<file path="src/rtl/two_phase_gen_pkg.sv">
// Shared clock-control definitions: FSM state codes, phase-timer width and
// a helper that checks interval parameters at elaboration.
package two_phase_gen_pkg;

   // Width of the phase/gap down-counter; intervals are 1..15 clk cycles.
   localparam int TMR_W = 4;

   typedef logic [TMR_W-1:0] tmr_t;

   // Two-phase generator state encoding (3-bit, kept stable for older users).
   localparam logic [2:0] ST_IDLE = 3'd0;
   localparam logic [2:0] ST_PH1  = 3'd1;
   localparam logic [2:0] ST_GAP1 = 3'd2;
   localparam logic [2:0] ST_PH2  = 3'd3;
   localparam logic [2:0] ST_GAP2 = 3'd4;

   // True when an interval length fits the 4-bit timer and is non-zero.
   function automatic bit interval_ok(input int len);
      return (len >= 1) && (len <= 15);
   endfunction

endpackage

</file>
<file path="src/rtl/two_phase_gen_timer.sv">
// Loadable 4-bit down-counter with a zero flag. Times both the phase-high
// and the non-overlap gap intervals; holds at zero until reloaded.
module phase_timer
   import two_phase_gen_pkg::*;
(
   input  logic clk,
   input  logic rst_n,
   input  logic load,
   input  tmr_t load_val,
   output tmr_t cnt,
   output logic zero
);

   tmr_t cnt_reg;

   // Load takes priority; otherwise count down and stop at zero.
   always_ff @(posedge clk) begin
      if (!rst_n) begin
         cnt_reg <= '0;
      end else if (load) begin
         cnt_reg <= load_val;
      end else if (cnt_reg != '0) begin
         cnt_reg <= cnt_reg - tmr_t'(1);
      end
   end

   assign cnt  = cnt_reg;
   assign zero = (cnt_reg == '0);

endmodule

</file>
<file path="src/rtl/two_phase_gen.sv">
// Non-overlapping two-phase clock generator. A five-state FSM walks
// PH1 -> GAP1 -> PH2 -> GAP2, timing each state with phase_timer. All
// outputs are registered from the next-state decode so they change on
// the same edge as the state itself.
module two_phase_gen
   import two_phase_gen_pkg::*;
#(
   parameter int PH_W  = 2,
   parameter int GAP   = 1,
   parameter int CNT_W = 8
) (
   input  logic             clk,
   input  logic             rst_n,
   input  logic             run,
   input  logic             step,
   output logic             c1,
   output logic             c2,
   output logic             busy,
   output logic             cycle_done,
   output logic [CNT_W-1:0] cyc_cnt
);

   // Interval lengths must fit the timer; reject bad builds outright.
   if (!interval_ok(PH_W) || !interval_ok(GAP)) begin : g_param_check
      $error("two_phase_gen: PH_W and GAP must be in 1..15");
   end

   localparam tmr_t PH_LOAD  = tmr_t'(PH_W - 1);
   localparam tmr_t GAP_LOAD = tmr_t'(GAP - 1);

   logic [2:0]       state_reg, state_next;
   logic             step_flag_reg, step_flag_next;
   logic             c1_reg, c2_reg, busy_reg, cycle_done_reg;
   logic             cycle_done_next;
   logic [CNT_W-1:0] cyc_cnt_reg;

   logic             tmr_load;
   tmr_t             tmr_load_val;
   tmr_t             tmr_cnt;
   logic             tmr_zero;
   logic             step_pending;
   logic             cycle_end;

   phase_timer u_timer (
      .clk      (clk),
      .rst_n    (rst_n),
      .load     (tmr_load),
      .load_val (tmr_load_val),
      .cnt      (tmr_cnt),
      .zero     (tmr_zero)
   );

   // A live run request always overrides a pending single step, so a step
   // cycle turns into free-run if run is high at the GAP2 decision.
   assign step_pending = step_flag_reg & ~run;
   assign cycle_end    = (state_reg == ST_GAP2) && tmr_zero;

   // Next-state decode; the timer is reloaded on every state entry.
   always_comb begin
      state_next     = state_reg;
      step_flag_next = step_flag_reg;
      tmr_load       = 1'b0;
      tmr_load_val   = PH_LOAD;
      if (run) begin
         step_flag_next = 1'b0;
      end
      case (state_reg)
         ST_IDLE: begin
            if (run) begin
               state_next = ST_PH1;
               tmr_load   = 1'b1;
            end else if (step) begin
               state_next     = ST_PH1;
               tmr_load       = 1'b1;
               step_flag_next = 1'b1;
            end
         end
         ST_PH1: begin
            if (tmr_zero) begin
               state_next   = ST_GAP1;
               tmr_load     = 1'b1;
               tmr_load_val = GAP_LOAD;
            end
         end
         ST_GAP1: begin
            if (tmr_zero) begin
               state_next = ST_PH2;
               tmr_load   = 1'b1;
            end
         end
         ST_PH2: begin
            if (tmr_zero) begin
               state_next   = ST_GAP2;
               tmr_load     = 1'b1;
               tmr_load_val = GAP_LOAD;
            end
         end
         ST_GAP2: begin
            if (tmr_zero) begin
               if (run && !step_pending) begin
                  state_next = ST_PH1;
                  tmr_load   = 1'b1;
               end else begin
                  state_next     = ST_IDLE;
                  step_flag_next = 1'b0;
               end
            end
         end
         default: begin
            state_next     = ST_IDLE;
            step_flag_next = 1'b0;
         end
      endcase
   end

   // cycle_done marks the final GAP2 cycle: predict whether the timer will
   // read zero in the state being entered (fresh load or last decrement).
   always_comb begin
      cycle_done_next = 1'b0;
      if (state_next == ST_GAP2) begin
         cycle_done_next = tmr_load ? (tmr_load_val == '0)
                                    : (tmr_cnt == tmr_t'(1));
      end
   end

   // State, flag and Moore outputs all registered on the same edge.
   always_ff @(posedge clk) begin
      if (!rst_n) begin
         state_reg      <= ST_IDLE;
         step_flag_reg  <= 1'b0;
         c1_reg         <= 1'b0;
         c2_reg         <= 1'b0;
         busy_reg       <= 1'b0;
         cycle_done_reg <= 1'b0;
      end else begin
         state_reg      <= state_next;
         step_flag_reg  <= step_flag_next;
         c1_reg         <= (state_next == ST_PH1);
         c2_reg         <= (state_next == ST_PH2);
         busy_reg       <= (state_next != ST_IDLE);
         cycle_done_reg <= cycle_done_next;
      end
   end

   // Completed-cycle counter; bumps on the edge leaving GAP2 and wraps.
   always_ff @(posedge clk) begin
      if (!rst_n) begin
         cyc_cnt_reg <= '0;
      end else if (cycle_end) begin
         cyc_cnt_reg <= cyc_cnt_reg + CNT_W'(1);
      end
   end

   assign c1         = c1_reg;
   assign c2         = c2_reg;
   assign busy       = busy_reg;
   assign cycle_done = cycle_done_reg;
   assign cyc_cnt    = cyc_cnt_reg;

endmodule

</file>
<file path="config.mk">
export PLATFORM = sky130hd
export DESIGN_NAME = two_phase_gen
export DESIGN_NICKNAME = d
export VERILOG_FILES = /design/src/rtl/two_phase_gen_pkg.sv /design/src/rtl/two_phase_gen_timer.sv /design/src/rtl/two_phase_gen.sv
export SDC_FILE = /design/constraint.sdc
export NUM_CORES = 1
export LEC_CHECK = 0
export ABC_AREA = 1
export CORE_AREA = 2 2 53 55
export DETAILED_ROUTE_END_ITERATION = 8
export DIE_AREA = 0 0 55 57
export SLEW_MARGIN = 20
export SYNTH_ARGS = -nofsm -noshare
export SYNTH_HDL_FRONTEND = slang
export SYNTH_SLANG_ARGS = --single-unit
</file>
<file path="constraint.sdc">
create_clock -name clk -period 3.63 [get_ports clk]
set_input_delay 0.726 -clock clk [delete_from_list [all_inputs] [get_ports clk]]
set_output_delay 0.726 -clock clk [all_outputs]
set_load 0.005 [all_outputs]
</file>
# Word-level counts from Yosys, hierarchy flattened
# Cells that the tools add are included.
dict set report classes {
  addsub 2
  multipliers 0
  div_mod_pow 0
  order_cmp 0
  eq_ne 8
  shift 0
  muxes 25
  bitwise 2
  n_reduce_logical 12
}
# cell count
set ops {}
lappend ops {{$mux W3} 6}
lappend ops {{$pmux W3 S5} 1}
lappend ops {{$mux W1} 14}
lappend ops {{$eq A3 B2 Y1 const B} 3}
lappend ops {{$add A8 B1 Y8 const B} 1}
lappend ops {{$logic_not A4 Y1} 2}
lappend ops {{$mux W4} 2}
lappend ops {{$eq A3 B1 Y1 const B} 2}
lappend ops {{$eq A3 B3 Y1 const B} 2}
lappend ops {{$pmux W1 S3} 2}
lappend ops {{$eq A4 B1 Y1 const B} 1}
lappend ops {{$reduce_bool A4 Y1} 1}
lappend ops {{$sub A4 B1 Y4 const B} 1}
lappend ops {{$logic_not A3 Y1} 1}
lappend ops {{$reduce_bool A3 Y1} 1}
lappend ops {{$reduce_or A3 Y1} 1}
lappend ops {{$logic_and A1 B1 Y1} 2}
lappend ops {{$reduce_and A2 Y1} 1}
lappend ops {{$reduce_bool A2 Y1} 1}
lappend ops {{$reduce_or A2 Y1} 1}
lappend ops {{$and A1 B1 Y1} 1}
lappend ops {{$logic_not A1 Y1} 1}
lappend ops {{$not A1 Y1} 1}
dict set report word_totals {
  ff_bits 20
  latch_bits 0
  ramBits 0
  mem_bits_ro 0
  input_bits 4
  output_inout_bits 12
  word_cells 57
  n_memories 0
}

# Depth between registers and ports, before layout
dict set report depth {
  ltp_word 9
  mapped_depth 10
  mapped_depth_nobuf 10
}

# Modules after synthesis
# A second synthesis with hierarchy kept.
dict set report unflattened {
  hier_cells 158
  area_unflattened_um2 1048.5
}
# mod instances cells_each area_each_um2 seq_area_each_um2
set modules_own_cells {}
lappend modules_own_cells {two_phase_gen 1 118 800.8 300.3}
lappend modules_own_cells {phase_timer 1 40 247.7 80.1}

# Worst setup path after synthesis
# OpenSTA, ideal clock, no wires.
dict set report synth_timing {
  path_kind {register to register}
  startpoint {register u_timer.cnt_reg[0], in the netlist u_timer.cnt[0]}
  endpoint {register cyc_cnt_reg[3], in the netlist cyc_cnt[3]}
  setup_ns 0.115
  arrival_ns 1.269
  t_required_ns 3.515
  path_slack_ns 2.246
  stages_incl_launch_ff 10
  path_buffers 0
  period_less_slack_ns 1.384
  path_cell_list {dfxtp_1 inv_1 ha_1 nand2_1 nor2_4 nand2_1 nor2_1 nand3_1 nand2_1 nor2_1}
}
dict set report synth_via {
  elab_chain_len 2
}
# item line_no
set synth_rtl {}
lappend synth_rtl {{start, declared} two_phase_gen_timer.sv:14} ;# tmr_t cnt_reg;
lappend synth_rtl {{start signal, assigned} two_phase_gen_timer.sv:21} ;# cnt_reg <= load_val;
lappend synth_rtl {{start signal, assigned} two_phase_gen_timer.sv:23} ;# cnt_reg <= cnt_reg - tmr_t'(1);
lappend synth_rtl {{$logic_not A4 Y1} two_phase_gen_timer.sv:28} ;# assign zero = (cnt_reg == '0);
lappend synth_rtl {{$logic_and A1 B1 Y1} two_phase_gen.sv:56} ;# assign cycle_end = (state_reg == ST_GAP2) && tmr_zero;
lappend synth_rtl {{end signal, assigned} two_phase_gen.sv:150} ;# cyc_cnt_reg <= cyc_cnt_reg + CNT_W'(1);
lappend synth_rtl {{end, declared} two_phase_gen.sv:35} ;# logic [CNT_W-1:0] cyc_cnt_reg;
# No other way between the ends.
# A chain may end at the register's enable or synchronous reset.

# Worst setup path after layout
dict set report layout_timing {
  startpoint {register cyc_cnt_reg[3], in the netlist cyc_cnt[3]}
  endpoint {output port cyc_cnt[3]}
}
# item line_no
set layout_rtl {}
lappend layout_rtl {{end, declared} two_phase_gen.sv:20} ;# output logic [CNT_W-1:0] cyc_cnt
# No word-level cell between the ends.

==> results.cfg <==
[outcome]
status = finished, final reports clean

[timing]
slew_headroom_pct = 81.8
worst_pin_slew_ps = 272
worst_slack_ps = 1620
fin_tns_setup_ps = 0
fmax_mhz = 496
rsz0062_at_grt = false
hold_viol_final = 0
skew_ps = 1.30
fin_hold_ws_ps = 511
finalSetupViolCount = 0
fin_crit_sh_pct = 55.5
fin_crit_ps = 2010
final_max_slew_viol_count = 0

[cts]
cts_hold_buf = 0
cts_resized = 0
clk_latency_ps = 300
cts_root_buf = clkbuf_4
htreeDepth = 1
numClockSinks = 19
cts_tree = done
numCtsBuffers = 3
cts_setup_buffers = 0
clkTransAtPathRegs_ps = 110
clockBufferDepth = 2

[logic_synthesis]
syn-num-nets = 149
synth_area_um2 = 965
synthCells = 142
ys_seq_area_share_pct = 39.4
avgSynthCellArea_um2 = 6.79
synth.distinct_cells = 18
synth-async-reset-ratio_pct = 0
synth_warnings = 0
ys.flop_type = dfxtp_1
synth_edf_count = 0
yosys_register_bits = 19

[place]
gp_congestion = 0.849
pre_cts_ws_ps = 1700
dpl-instance-area_um2 = 1150
io_buffers = 15
dp_hpwl_um = 1550

[pwr]
p_leak_nw = 0.516
p_sw_w = 0.000344
ir_worst_vdd_uv = 513
intPower_w = 0.000454
p_sw_share_pct = 43.1
p_clk_share_pct = 13.7
powerDensity_nw_per_um2 = 675
combPwrFrac_pct = 49.1
pwr-share-seq_pct = 37.2

[worst_setup_path]
criticalPathCategory = reg2out
cp.buffers_inverters = 1
rrSetupSlack_ps = 1990
cp_max_fo = 6
cp.arrival_ps = 1290
start_kind = register
slowest_delay_ps = 540
worstPathRequired_ps = 2900
cp_slowest_cell = clkdlybuf4s50_1
worstReg2RegEnd = cyc_cnt[3]
crit_chain = clkdlybuf4s50_1
r2r_start = u_timer.cnt[0]
endpoint_kind = output pin
critPathTopFamily = buffers and inverters
reg2reg_depth = 9

[drt]
drc = 0
via_count = 892
ant_nets = 0
drt-initial-drc-count = 16
drt_first_pass_iters = 5
routed_wl_um = 2000
routedWlPerCell_um = 10.4
vias_per_cell = 4.65

[cells_and_area]
largest_reg_flops = 8
nFillCells = 280
nets = 169
area.sequential_um2 = 380
area_growth_syn_to_layout_pct = 22.4
insertedDiodeCount = 0
drive_above_1_share_pct = 6.21
multiInputGateArea_um2 = 509
final_cell_mix = 38 x nand2_1, 20 x inv_1, 19 x nor2_1, 19 x dfxtp_1, 15 x clkdlybuf4s50_1
design_area_um2 = 1180
final_common_cell = nand2_1

[floorplan]
dieArea_um2 = 3140
fp-row-count = 19
start_util_pct = 36.9
ios = 16
core_um2 = 2620
die_h_um = 57
chipWidth_um = 55

[global_route]
grt_max_degree = 12
grt_util_all_layers_pct = 15.2
overflow = 0
grt_pass1_vias = 828
grt_first_pass_wirelength_um = 3430
antenna_found_initial = 0

[worst_hold_path]
hold_depth = 2
hold_path_class = reg2reg
hold_start = cyc_cnt[7]
whs_endpoint = cyc_cnt[7]

[run]
cap_violations = 0
per-layer routing:
metal | GRT usage (%) | vias to the layer above | share of wire [%]
met5 | 0 | - | 0
met4 | 5.57 | 0 | 1.1
met3 | 4.71 | 4 | 3.6
met2 | 22.8 | 15 | 45
met1 | 20.4 | 386 | 51
li1 | - | 487 | -
cell type report:
type	instances	share of cell area [%]
tap	31	3.28
sequential	19	32.2
timing repair buffer	15	12.7
clock inverter	1	0.424
multi-input combinational	103	43.1
inverter	20	6.36
clock buffer	3	1.91
power groups by stage:
stage | Combinational [W] | Clock (W) | Sequential [W]
6_report | 0.000391 | 0.000109 | 0.000297
5_1_grt | 0.000448 | 0.000126 | 0.000304
4_1_cts | 0.000395 | 0.000112 | 0.000297
3_5_place_dp | 0.000394 | 0 | 0.000302
3_3_place_gp | 0.000389 | 0 | 0.000301
2_1_floorplan | 0.000301 | 0 | 0.000296
worst max-delay path by stage:
| stage | start | endpoint | cells past startpoint |
|---|---|---|---|
| global route | cyc_cnt[5] | cyc_cnt[5] | 1 |
| finish | cyc_cnt[3] | cyc_cnt[3] | 1 |
| CTS | cyc_cnt[3] | cyc_cnt[3] | 1 |
| floorplan | u_timer.cnt[0] | cyc_cnt[3] | 9 |
| global placement | run | c2 | 6 |
| detailed placement | run | c1 | 6 |
per-stage QoR:
step	instances	util, %	total power (W)
2_1_floorplan	142	-	0.000597
3_3_place_gp	188	44.1	0.000690
3_5_place_dp	188	44.1	0.000696
4_1_cts	192	45.2	0.000805
5_1_grt	192	45.2	0.000878
6_report	192	45.2	0.000797
cell usage after synthesis, types with 2 or more instances:
| cell type | instances | area, µm² |
|---|---|---|
| inv_1 | 20 | 75.1 |
| nor2_1 | 19 | 71.3 |
| nand2_2 | 2 | 12.5 |
| nor3_1 | 5 | 25.0 |
| xnor2_1 | 3 | 26.3 |
| o21ai_0 | 4 | 20.0 |
| ha_1 | 3 | 37.5 |
| nand4_1 | 3 | 18.8 |
| nand3_1 | 12 | 60.1 |
| nor2_4 | 2 | 22.5 |
| a21oi_1 | 7 | 35.0 |
| nand2_1 | 38 | 143 |
| dfxtp_1 | 19 | 380 |
cells by family (layout without fill, tap and decap cells):
family	after synthesis	after routing	share of synthesized area, %
and+or+nand+nor	84	84	38.7
xor gates and xnor gates	4	4	3.63
buffers and inverters	20	39	7.78
adders and majority gates	3	3	3.89
DFF	19	19	39.4
AOI/OAI and AO/OA	12	12	6.61
Power figures use the tool's default switching activity.
